<file path="config.mk">
export PLATFORM = sky130hd
export DESIGN_NAME = cpu_controller
export DESIGN_NICKNAME = d
export VERILOG_FILES = /design/src/rtl/cpu_controller_pkg.sv /design/src/rtl/cpu_controller.sv
export SDC_FILE = /design/constraint.sdc
export NUM_CORES = 1
export LEC_CHECK = 0
export ABC_AREA = 1
export CAP_MARGIN = 20
export CORE_AREA = 2 2 39 41
export CTS_CLUSTER_DIAMETER = 40
export DETAILED_ROUTE_END_ITERATION = 10
export DIE_AREA = 0 0 41 43
export GPL_ROUTABILITY_DRIVEN = 0
export GPL_TIMING_DRIVEN = 0
export PLACE_DENSITY = 0.64
export SYNTH_ARGS = -nofsm -noshare
export SYNTH_HDL_FRONTEND = slang
export SYNTH_SLANG_ARGS = --single-unit
</file>
<file path="constraint.sdc">
create_clock -name clk -period 1.45 [get_ports clk]
set_input_delay 0.29 -clock clk [delete_from_list [all_inputs] [get_ports clk]]
set_output_delay 0.29 -clock clk [all_outputs]
set_load 0.02 [all_outputs]
</file>
<file path="src/rtl/cpu_controller_pkg.sv">
// Shared CPU definitions: opcode encodings, controller state encodings and
// opcode class helpers, also used by the instruction register and ALU.
package cpu_controller_pkg;

  localparam logic [2:0] OP_HLT  = 3'b000;
  localparam logic [2:0] OP_SKZ  = 3'b001;
  localparam logic [2:0] OP_ADD  = 3'b010;
  localparam logic [2:0] OP_ANDD = 3'b011;
  localparam logic [2:0] OP_XORR = 3'b100;
  localparam logic [2:0] OP_LDA  = 3'b101;
  localparam logic [2:0] OP_STO  = 3'b110;
  localparam logic [2:0] OP_JMP  = 3'b111;

  // Codes 10..15 are unused and decode as IDLE.
  typedef enum logic [3:0] {
    ST_IDLE   = 4'd0,
    ST_S0     = 4'd1,
    ST_S1     = 4'd2,
    ST_S2     = 4'd3,
    ST_S3     = 4'd4,
    ST_S4     = 4'd5,
    ST_S5     = 4'd6,
    ST_S6     = 4'd7,
    ST_S7     = 4'd8,
    ST_HALTED = 4'd9
  } state_t;

  function automatic logic is_alu_op(input logic [2:0] op);
    return (op == OP_ADD) || (op == OP_ANDD) || (op == OP_XORR) || (op == OP_LDA);
  endfunction

endpackage

</file>
<file path="src/rtl/cpu_controller.sv">
// Eight-phase fetch/execute sequencer for the simple accumulator CPU.
// Outputs are decoded from the current state only, so they hold for a full cycle.
module cpu_controller
  import cpu_controller_pkg::*;
#(
  parameter int OP_W = 3
) (
  input  logic            clk,
  input  logic            rst_n,
  input  logic            ena,
  input  logic [OP_W-1:0] opcode,
  input  logic            zero,
  output logic            inc_pc,
  output logic            load_ir,
  output logic            rd,
  output logic            wr,
  output logic            load_acc,
  output logic            load_pc,
  output logic            datactl_ena,
  output logic            halt,
  output state_t          state_o
);

  state_t     state_q, state_d;
  logic       zero_q, zero_d;
  logic [2:0] op;
  logic       is_alu, is_sto, is_jmp, is_skz;

  assign op      = opcode[2:0];
  assign is_alu  = is_alu_op(op);
  assign is_sto  = (op == OP_STO);
  assign is_jmp  = (op == OP_JMP);
  assign is_skz  = (op == OP_SKZ);
  assign state_o = state_q;

  // The skip decision is frozen at S4 so a late zero change cannot alter it.
  assign zero_d = (state_q == ST_S4) ? zero : zero_q;

  always_ff @(posedge clk or negedge rst_n) begin
    if (!rst_n) begin
      state_q <= ST_IDLE;
      zero_q  <= 1'b0;
    end else begin
      state_q <= state_d;
      zero_q  <= zero_d;
    end
  end

  // ena is only looked at in IDLE and S7, so an instruction always runs to S7.
  always_comb begin
    state_d = ST_IDLE;
    case (state_q)
      ST_IDLE:   state_d = ena ? ST_S0 : ST_IDLE;
      ST_S0:     state_d = ST_S1;
      ST_S1:     state_d = ST_S2;
      ST_S2:     state_d = ST_S3;
      ST_S3:     state_d = (op == OP_HLT) ? ST_HALTED : ST_S4;
      ST_S4:     state_d = ST_S5;
      ST_S5:     state_d = ST_S6;
      ST_S6:     state_d = ST_S7;
      ST_S7:     state_d = ena ? ST_S0 : ST_IDLE;
      ST_HALTED: state_d = ST_HALTED;
      default:   state_d = ST_IDLE;
    endcase
  end

  always_comb begin
    inc_pc      = 1'b0;
    load_ir     = 1'b0;
    rd          = 1'b0;
    wr          = 1'b0;
    load_acc    = 1'b0;
    load_pc     = 1'b0;
    datactl_ena = 1'b0;
    halt        = 1'b0;
    case (state_q)
      ST_S0, ST_S1: begin
        load_ir = 1'b1;
        rd      = 1'b1;
        inc_pc  = 1'b1;
      end
      ST_S4: begin
        rd          = is_alu;
        datactl_ena = is_sto;
        load_pc     = is_jmp;
      end
      ST_S5: begin
        rd          = is_alu;
        load_acc    = is_alu;
        datactl_ena = is_sto;
        load_pc     = is_jmp;
        inc_pc      = is_skz & zero_q;
      end
      ST_S6: begin
        datactl_ena = is_sto;
        wr          = is_sto;
        rd          = is_alu;
      end
      ST_S7: begin
        datactl_ena = is_sto;
        inc_pc      = is_skz & zero_q;
      end
      ST_HALTED: halt = 1'b1;
      default: ;
    endcase
  end

endmodule

</file>
==> flow_metrics.env <==
export IMPL_synth_area_sq_um=397
export IMPL_cts_root_buf="clkbuf_4"
export IMPL_ir_worst_vdd_v=0.00129
export IMPL_clock_sinks=5
export IMPL_clockBufferDepth=2
export IMPL_synth_commonest_cells="nand2_1, inv_1, nor2_1, nand3_1, dfrtp_1"
export IMPL_timing_rr_start="state_o[2]$_DFF_PN0_"
export IMPL_grt_start_max_net_pins=7
export IMPL_synth_ff_type="dfrtp_1"
export IMPL_clk_pin_slew_ns=0.04
export IMPL_critPathKind="reg2out"
export IMPL_fin_crit_ns=1.58
export IMPL_drt_iter0_markers=5
export IMPL_avgSynthCellArea_sq_um=5.67
export IMPL_dieArea_sq_um=1760
export IMPL_antenna_found_initial=0
export IMPL_tightest_slew_ns=0.213
export IMPL_reg2regPathDepth=6
export IMPL_cts_tree="done"
export IMPL_htreeDepth=1
export IMPL_drv_cap=0
export IMPL_syn_num_nets=77
export IMPL_pin_count=19
export IMPL_synthTopCellsByArea="dfrtp_1, nand2_1, inv_1"
export IMPL_r2r_slack_ns=0.25
export IMPL_post_route_period_util_pct=109
export IMPL_max_slew_margin_pct=85.8
export IMPL_first_pass_iters=4
export IMPL_synth_enable_flop_cells=0
export IMPL_p_leak_uw=0.000420
export IMPL_startpoint_type="flop"
export IMPL_p_per_area_nw_per_um2=2320
export IMPL_ys_ff_latch=5
export IMPL_crit_arrival_ns=1.29
export IMPL_wire_per_inst_um=12.2
export IMPL_cts_buffers=3
export IMPL_num_nets_final=110
export IMPL_grt_remaining_overflow=0
export IMPL_area_delta_synth_final_pct=98.1
export IMPL_hold_violations=0
export IMPL_coreArea_sq_um=1380
export IMPL_power_uw=1820
export IMPL_fin_skew_ns=0.00112
export IMPL_placementRows=14
export IMPL_max_freq_mhz=633
export IMPL_ctsHoldBuffers=0
export IMPL_remaining_drc_errors=0
export IMPL_dp_hpwl_um=818
export IMPL_insertion_delay_ns=0.23
export IMPL_fin_setup_tns_ns=-0.770
export IMPL_synth_distinct_cells=11
export IMPL_portBuffers=18
export IMPL_slew_viol_final=0
export IMPL_yosys_area_top_type="dfrtp_1"
export IMPL_synth_most_common_cell="nand2_1"
export IMPL_grt_setup_unrepaired="true"
export IMPL_diodes=0
export IMPL_drive_above_1_share_pct=49.0
export IMPL_grt_usage_pct=17.6
export IMPL_ys_seq_area_share_pct=31.5
export IMPL_setup_viol_count_final=8
export IMPL_dieHeight_um=43
export IMPL_grt_pass1_vias=510
export IMPL_start_util_pct=28.7
export IMPL_outcome="finished, violations left"
export IMPL_hold_class="in2async"
export IMPL_yosysWarnings=0
export IMPL_grt_pass1_wl_mm=2.13
export IMPL_synthCells=70
export IMPL_die_width_um=41
export IMPL_layout_setup_ws_ns=-0.130
export IMPL_synth_top_area_share_pct=31.5
export IMPL_routed_via_density=4.71
export IMPL_cp_max_fo=5
export IMPL_vias=556
export IMPL_end_kind="output port"
export IMPL_antenna_left=0
export IMPL_failed_checks="setup timing"
export IMPL_synthArstFlopShare_pct=100
export IMPL_r2r_end="state_o[2]$_DFF_PN0_"
export IMPL_wirelength_mm=1.44
export IMPL_cp_required_ns=1.16
[flip-flops by register name (all words and copies together) (netlist names)]
register,count
state_o,4
zero_q,1
[layout make-up]
cell class | count | area [sq um]
timing repair buffer | 28 | 258
multi-input combinational | 51 | 298
clock buffer | 4 | 26.3
sequential | 5 | 129
tap | 16 | 20.0
inverter | 14 | 55.1
fill | 145 | 598
[metrics by stage]
step	area (sq um)	instances	hold WS [ns]	util (%)	worst slack, ns
after floorplan	400	70	-0.00559	-	0.0148
after global placement	601	104	0.501	43.4	-0.598
after detailed placement	601	104	0.501	43.4	-0.646
after CTS	676	113	0.261	48.8	-0.127
after global routing	786	118	0.271	56.8	-0.188
final	786	118	0.269	56.8	-0.130
[timing repair]
item,in CTS,in global routing
setup buffers,5,5
endpoints found under the setup margin,12,9
pin swaps,4,5
gates cloned,0,0
resized for setup,62,23
[metal layers]
layer  track usage (%)  up-vias  share of wire (%)
li1                  -      271                  -
met1              21.6      260                 37
met2              28.4       21                 56
met3              1.57        4                4.3
met4              10.0        0                2.5
met5                 0        -                  0
[how the worst max path moves through the flow]
| stage | startpoint | endpoint | slack [ns] |
|---|---|---|---|
| detailed placement | opcode[1] | rd | -0.65 |
| finish | state_o[1]$_DFF_PN0_ | halt | -0.13 |
| floorplan | state_o[2]$_DFF_PN0_ | rd | 0.01 |
| CTS | state_o[0]$_DFF_PN0_ | inc_pc | -0.13 |
| global placement | opcode[1] | rd | -0.60 |
| global route | state_o[2]$_DFF_PN0_ | inc_pc | -0.19 |
[report_power, final]
part	internal, uW	leakage, uW	total [uW]	switching (uW)
Combinational	606	0.000345	1340	737
Clock	104	0.0000150	154	50.6
Sequential	211	0.0000592	324	113
[cells by family after synthesis]
family | Yosys count | synth area share [%]
buffers and inverters | 14 | 13.2
flip-flops | 5 | 31.5
AO/OA/AOI/OAI | 3 | 3.78
AND/OR/NAND/NOR | 48 | 51.4
[critical path: stages (launching register included)]
cell	delay [ns]
dfrtp_2	0.45
inv_4	0.13
nand2_8	0.07
buf_4	0.14
nor2_4	0.11
buf_4	0.16
[cell usage in the layout, fill, tap and decap left out, drive strengths merged]
cell / count
clkbuf: 5
nor2: 14
nand2: 27
clkdlybuf4s50: 4
dlygate4sd2: 4
a21oi: 1
dfrtp: 5
nand3: 7
buf: 19
o21ai: 2
inv: 14
No activity file was read; power rests on OpenSTA's default activity.
